**src/rtl/mem_arb_pkg.sv**
```systemverilog
// Shared types and widths for the fetch/data memory port arbiter.
package mem_arb_pkg;

  localparam int unsigned ADDR_W = 32;
  localparam int unsigned DATA_W = 32;
  localparam int unsigned BE_W   = DATA_W / 8;

  typedef enum logic [1:0] {
    IDLE      = 2'd0,
    DATA_WAIT = 2'd1,
    INST_WAIT = 2'd2
  } arb_state_t;

endpackage

```
**src/rtl/mem_arb_perf.sv**
```systemverilog
// Performance counters for the memory port arbiter: stall cycles and
// IDLE-cycle fetch/data conflicts, both free-running and wrapping.
module mem_arb_perf (
  input  logic        clk,
  input  logic        rst,
  input  logic        stall,
  input  logic        conflict,
  output logic [31:0] stall_cycles,
  output logic [31:0] conflicts
);

  always_ff @(posedge clk) begin
    if (rst) begin
      stall_cycles <= 32'd0;
      conflicts    <= 32'd0;
    end else begin
      if (stall)    stall_cycles <= stall_cycles + 32'd1;
      if (conflict) conflicts    <= conflicts + 32'd1;
    end
  end

endmodule

```
**src/rtl/mem_port_arbiter.sv**
```systemverilog
// Arbitrates one single-ported memory between the fetch and M-stage data ports,
// holding results until the pipeline advances. Optional counters: MEM_ARB_PERF_EN.
module mem_port_arbiter
  import mem_arb_pkg::*;
#(
  parameter int unsigned ADDR_WIDTH = ADDR_W,
  parameter int unsigned DATA_WIDTH = DATA_W
) (
  input  logic                    clk,
  input  logic                    rst,
  input  logic                    instReqF,
  input  logic [ADDR_WIDTH-1:0]   instAddrF,
  output logic [DATA_WIDTH-1:0]   instRdataF,
  output logic                    instValidF,
  input  logic                    dataReqM,
  input  logic                    dataWeM,
  input  logic [ADDR_WIDTH-1:0]   dataAddrM,
  input  logic [DATA_WIDTH-1:0]   dataWdataM,
  input  logic [DATA_WIDTH/8-1:0] dataBeM,
  output logic [DATA_WIDTH-1:0]   dataRdataM,
  output logic                    dataDoneM,
  input  logic                    redirectE,
  output logic                    memStall,
  output logic                    mem_req,
  output logic                    mem_we,
  output logic [ADDR_WIDTH-1:0]   mem_addr,
  output logic [DATA_WIDTH-1:0]   mem_wdata,
  output logic [DATA_WIDTH/8-1:0] mem_be,
  input  logic                    mem_ack,
  input  logic [DATA_WIDTH-1:0]   mem_rdata
`ifdef MEM_ARB_PERF_EN
  ,
  output logic [31:0]             perfStallCycles,
  output logic [31:0]             perfConflicts
`endif
);

  localparam int unsigned BE_WIDTH = DATA_WIDTH / 8;

  arb_state_t            state_q, state_d;
  logic                  inst_hold_q, inst_hold_d;
  logic                  data_hold_q, data_hold_d;
  logic                  drop_q, drop_d;
  logic                  req_d, we_d;
  logic [ADDR_WIDTH-1:0] addr_d;
  logic [DATA_WIDTH-1:0] wdata_d;
  logic [BE_WIDTH-1:0]   be_d;
  logic [DATA_WIDTH-1:0] irdata_d, drdata_d;
  logic                  advance;

  // The whole pipeline may move only when every active port has its result held.
  assign advance    = (!dataReqM || data_hold_q) && (!instReqF || inst_hold_q);
  assign memStall   = !advance;
  assign instValidF = inst_hold_q;
  assign dataDoneM  = data_hold_q;

  always_comb begin
    state_d     = state_q;
    inst_hold_d = inst_hold_q;
    data_hold_d = data_hold_q;
    drop_d      = drop_q;
    req_d       = mem_req;
    we_d        = mem_we;
    addr_d      = mem_addr;
    wdata_d     = mem_wdata;
    be_d        = mem_be;
    irdata_d    = instRdataF;
    drdata_d    = dataRdataM;

    if (advance) begin
      inst_hold_d = 1'b0;
      data_hold_d = 1'b0;
    end
    if (redirectE) inst_hold_d = 1'b0;

    case (state_q)
      // Data wins ties: the M-stage instruction is older than the fetch.
      IDLE: begin
        if (dataReqM && !data_hold_q) begin
          req_d   = 1'b1;
          we_d    = dataWeM;
          addr_d  = dataAddrM;
          wdata_d = dataWdataM;
          be_d    = dataBeM;
          state_d = DATA_WAIT;
        end else if (instReqF && !inst_hold_q && !redirectE) begin
          req_d   = 1'b1;
          we_d    = 1'b0;
          addr_d  = instAddrF;
          be_d    = '1;
          state_d = INST_WAIT;
        end
      end
      DATA_WAIT: begin
        if (mem_ack) begin
          req_d       = 1'b0;
          if (!mem_we) drdata_d = mem_rdata;
          data_hold_d = 1'b1;
          state_d     = IDLE;
        end
      end
      // A redirect cannot abort the access; the stale word is dropped on ack.
      INST_WAIT: begin
        if (redirectE) drop_d = 1'b1;
        if (mem_ack) begin
          req_d = 1'b0;
          if (!drop_q && !redirectE) begin
            irdata_d    = mem_rdata;
            inst_hold_d = 1'b1;
          end else begin
            drop_d = 1'b0;
          end
          state_d = IDLE;
        end
      end
      default: state_d = IDLE;
    endcase
  end

  always_ff @(posedge clk) begin
    if (rst) begin
      state_q     <= IDLE;
      inst_hold_q <= 1'b0;
      data_hold_q <= 1'b0;
      drop_q      <= 1'b0;
      mem_req     <= 1'b0;
      mem_we      <= 1'b0;
      mem_addr    <= '0;
      mem_wdata   <= '0;
      mem_be      <= '0;
      instRdataF  <= '0;
      dataRdataM  <= '0;
    end else begin
      state_q     <= state_d;
      inst_hold_q <= inst_hold_d;
      data_hold_q <= data_hold_d;
      drop_q      <= drop_d;
      mem_req     <= req_d;
      mem_we      <= we_d;
      mem_addr    <= addr_d;
      mem_wdata   <= wdata_d;
      mem_be      <= be_d;
      instRdataF  <= irdata_d;
      dataRdataM  <= drdata_d;
    end
  end

`ifdef MEM_ARB_PERF_EN
  logic conflict;
  assign conflict = (state_q == IDLE) && dataReqM && !data_hold_q &&
                    instReqF && !inst_hold_q;

  mem_arb_perf u_perf (
    .clk          (clk),
    .rst          (rst),
    .stall        (memStall),
    .conflict     (conflict),
    .stall_cycles (perfStallCycles),
    .conflicts    (perfConflicts)
  );
`endif

endmodule

```
**config.mk**
```make
export PLATFORM = sky130hd
export DESIGN_NAME = mem_port_arbiter
export DESIGN_NICKNAME = d
export VERILOG_FILES = /design/src/rtl/mem_arb_pkg.sv /design/src/rtl/mem_arb_perf.sv /design/src/rtl/mem_port_arbiter.sv
export SDC_FILE = /design/constraint.sdc
export NUM_CORES = 1
export LEC_CHECK = 0
export ABC_AREA = 1
export ABC_CLOCK_PERIOD_IN_PS = 1200
export CAP_MARGIN = 40
export CORE_ASPECT_RATIO = 0.8
export CORE_UTILIZATION = 37
export CTS_BUF_LIST = sky130_fd_sc_hd__clkbuf_2 sky130_fd_sc_hd__clkbuf_4 sky130_fd_sc_hd__clkbuf_8
export DETAILED_ROUTE_END_ITERATION = 16
export GPL_TIMING_DRIVEN = 1
export PLACE_DENSITY = 0.78
export SLEW_MARGIN = 10
export SYNTH_ARGS = -nofsm -noshare
export SYNTH_HDL_FRONTEND = slang
export SYNTH_SLANG_ARGS = --single-unit
export TNS_END_PERCENT = 10
```
**constraint.sdc**
```tcl
create_clock -name clk -period 1.2 [get_ports clk]
set_input_delay 0.24 -clock clk [delete_from_list [all_inputs] [get_ports clk]]
set_output_delay 0.24 -clock clk [all_outputs]
set_load 0.02 [all_outputs]
```
==> impl_results.md <==
* Status: finished with violations
* Failing checks: setup timing
* Routability congestion estimate at 0.8178
* Hold Buf Count CTS at 0
* Final instance area at 9502 um2
* Setup TNS Final at -11130 ps
* Max Clk Rate at 719.7 MHz
* Synth area leader: dfxtp_1
* Post-Route WL at 18160 um
* Deepest level of the CTS H-tree at 4
* Via count at 5827
* GR peak layer: met2
* RSZ-0062 raised after global routing: yes
* Number of core rows at 39
* Syn. warnings at 0
* Hold crit path type: input pin to flip-flop
* Tot Pwr at 13480 uW
* Peak supply drop at 1.147 mV
* Fin. max-slew vios at 0
* Primary FF master, synth: dfxtp_1
* Initial Utilization at 37.83%
* Final ANT Viol Nets at 0
* Crit share post-route at 115.8%
* TritonCTS Buffers at 17
* CP Buf/Inv Count at 5
* Yosys cell types at 22
* Final Hold Fails at 0
* Crit-path max FO at 6
* WS Path Type: flip-flop to flip-flop
* Fin cells at 1221
* Worst Clk Skew at 9.333 ps
* CP Capture Type: flip-flop
* Pin count of the biggest net entering global routing at 55
* Worst Hold Depth at 3
* DR pass1 iterations at 4
* Setup crit start kind: flip-flop
* Drt via density at 4.772
* Syn Std Cell Area at 5390 um2
* Post-synth EDFFs at 0
* Crit path depth at 10
* Grt met2 use at 38.06%
* Final setup vio count at 139
* Ys async rst share at 0%
* Die Area at 15060 um2
* Worst-Skew Late Latency at 430 ps
* Avg Inst Size Synth at 7.334 um2
* Reg-to-reg slack, setup at -190 ps
* Slowest CP cell: dfxtp_2
* Crit path from: state_q[0]
* R2R cell count at 10
* Die width at 136.9 um
* Area after DPL at 8519 um2
* Max Cap Viol at 0
* Layout cells sized above 1 at 37.99%
* IO buf count at 275
* CTS clk-pin slew, worst paths at 80 ps
* Util after Layout at 66.68%
* CTS root buf: clkbuf_8
* Grt met1 use at 25.01%
* Worst-margin pin slew at 205.9 ps
* CP delay by family, top: buffers and inverters
* Ant. Diodes at 0
* CP peak stage delay at 360 ps
* Worst-case clock buffer depth at 2
* Setup ws final at -189.4 ps
* Max_slew headroom at 86.22%
* Layout Nets at 1169
* Initial antenna violation count at 0
* Residual DRC count at 0
* Wirelength per Cell at 14.87 um
* Reg-to-Reg Start: state_q[0]
* CTS tree: yes
* #FFs+latches synth at 139
* Total leakage power at 0.004163 uW
* Clock Sinks at 139
* Placed Cells at 1181
* Vias in the first global route at 5202
* Core footprint at 14250 um2
* Share of Yosys cell area claimed by the top area cell type at 51.62%
* GR met3 Demand/Resource at 8.621%
* Critical Path End: instRdataF[22]
* Syn nets at 878
* Top cells by area, synth: dfxtp_1 (52%), nand2_1 (12%), nor2_1 (12%)
* Overflow after GRT at 0
* R2r endpoint: instRdataF[22]
* Pwr/cell area at 1418 nW/um2
* CP required at 1530 ps
* Num ports at 276
* Fin crit period at 1389 ps
* Layout area overhead at 76.28%
* Cell with the most instances after synthesis: nand2_1
* First-pass GRT wire length at 25590 um
* Seq/Total Area, Yosys at 51.62%
* Post-DP HPWL at 12050 um
* Synth top cells by count: nand2_1 (174), nor2_1 (166), dfxtp_1 (139), o21ai_0 (95), a21oi_1 (74)
* DRT iter0 DRCs at 193
* Die Y at 110.0 um
* GRT Total Usage at 22.34%
* Critical path arrival at 1720 ps
* Mapped Cells at 735
* CP Cell Sequence: inv_2 > ha_2 > nand2_1 > inv_2 > nand2_4 > inv_6 > buf_4 > buf_4 > nor2_1 > nor2_1
-- how the worst min path moves through the flow --
stage / from / endpoint / slack [ps]
detailed placement: mem_wdata[10] / mem_wdata[10] / 450
CTS: dataWdataM[22] / mem_wdata[22] / 320
finish: dataWdataM[22] / mem_wdata[22] / 340
global placement: mem_be[3] / mem_be[3] / 450
global route: dataWdataM[22] / mem_wdata[22] / 310
floorplan: mem_rdata[0] / dataRdataM[0] / 370
-- final cells by class --
cell class | count | area (um2)
Inverter | 15 | 73.82
Multi-Input combinational cell | 531 | 2524
Tap cell | 184 | 230.2
Fill cell | 1200 | 4747
Clock buffer | 20 | 262.8
Timing Repair Buffer | 322 | 3299
Sequential cell | 139 | 2920
Clock inverter | 10 | 191.4
-- metal layers --
| metal | wire length [um] | share of wire [%] |
|---|---|---|
| met5 | 0 | 0 |
| met4 | 389 | 2.1 |
| met3 | 1673 | 9.2 |
| met2 | 8760 | 48 |
| met1 | 7335 | 40 |
-- logic make-up after synthesis --
kind of cell,after synthesis,share of synthesized area (%)
AOI/OAI and AO/OA,174,16.16
adders and majority gates,4,0.9285
buffers and inverters,65,5.966
DFF,139,51.62
and+or+nand+nor,353,25.32
-- sequential cells by signal, summed over array words and instances (netlist names) --
register / cells
drop_q: 1
mem_we: 1
instValidF: 1
dataDoneM: 1
state_q: 2
mem_req: 1
mem_addr: 32
mem_be: 4
dataRdataM: 32
mem_wdata: 32
instRdataF: 32
-- power breakdown --
group          total (uW)  internal [uW]  switching, uW  leakage, uW
Clock                4350           2570           1780     0.000222
Combinational        3770           1820           1940      0.00276
Sequential           5360           5100            255      0.00118
-- tightest hold or removal path, stage by stage --
cell and delay, ps:
clkdlybuf4s50_1 390, nand2_1 60, a21oi_1 50
-- cell usage in the layout (no fill, tap or decap) --
cell	n
nor2_1	160
nand2_1	159
clkdlybuf4s50_1	138
dfxtp_2	107
buf_4	94
buf_6	69
a21oi_1	58
o21ai_1	50
o21ai_0	33
dfxtp_1	31
clkbuf_8	18
o21ai_2	17
a21oi_2	16
nand2_2	14
buf_12	13
inv_2	7
nor2_2	6
inv_1	5
bufinv_16	5
nand3_1	4
inv_6	3
nand2_8	3
clkbuf_16	3
buf_8	3
nand2_4	2
nand4_1	2
ha_1	2
clkbuf_4	2
clkinv_4	2
clkinvlp_4	2
buf_16	2
nor2_4	1
nand3_2	1
inv_8	1
nor3_1	1
ha_4	1
ha_2	1
dfxtp_4	1
-- through the flow --
| stage | setup slack, ps | hold slack [ps] |
|---|---|---|
| 2_1_floorplan | -22.23 | 374.9 |
| 3_3_place_gp | -559.4 | 449.6 |
| 3_5_place_dp | -616.9 | 453.1 |
| 4_1_cts | -170.6 | 320.6 |
| 5_1_grt | -252.2 | 309.9 |
| 6_report | -189.4 | 342.1 |
-- timing repair --
action | in CTS | in global routing
gates cloned | 2 | 4
resized for setup | 739 | 274
buffers inserted | 1 | 3
pin swaps | 1 | 27
endpoints found under the setup margin | 274 | 270
Note: power is estimated with default switching activity, not from simulation.
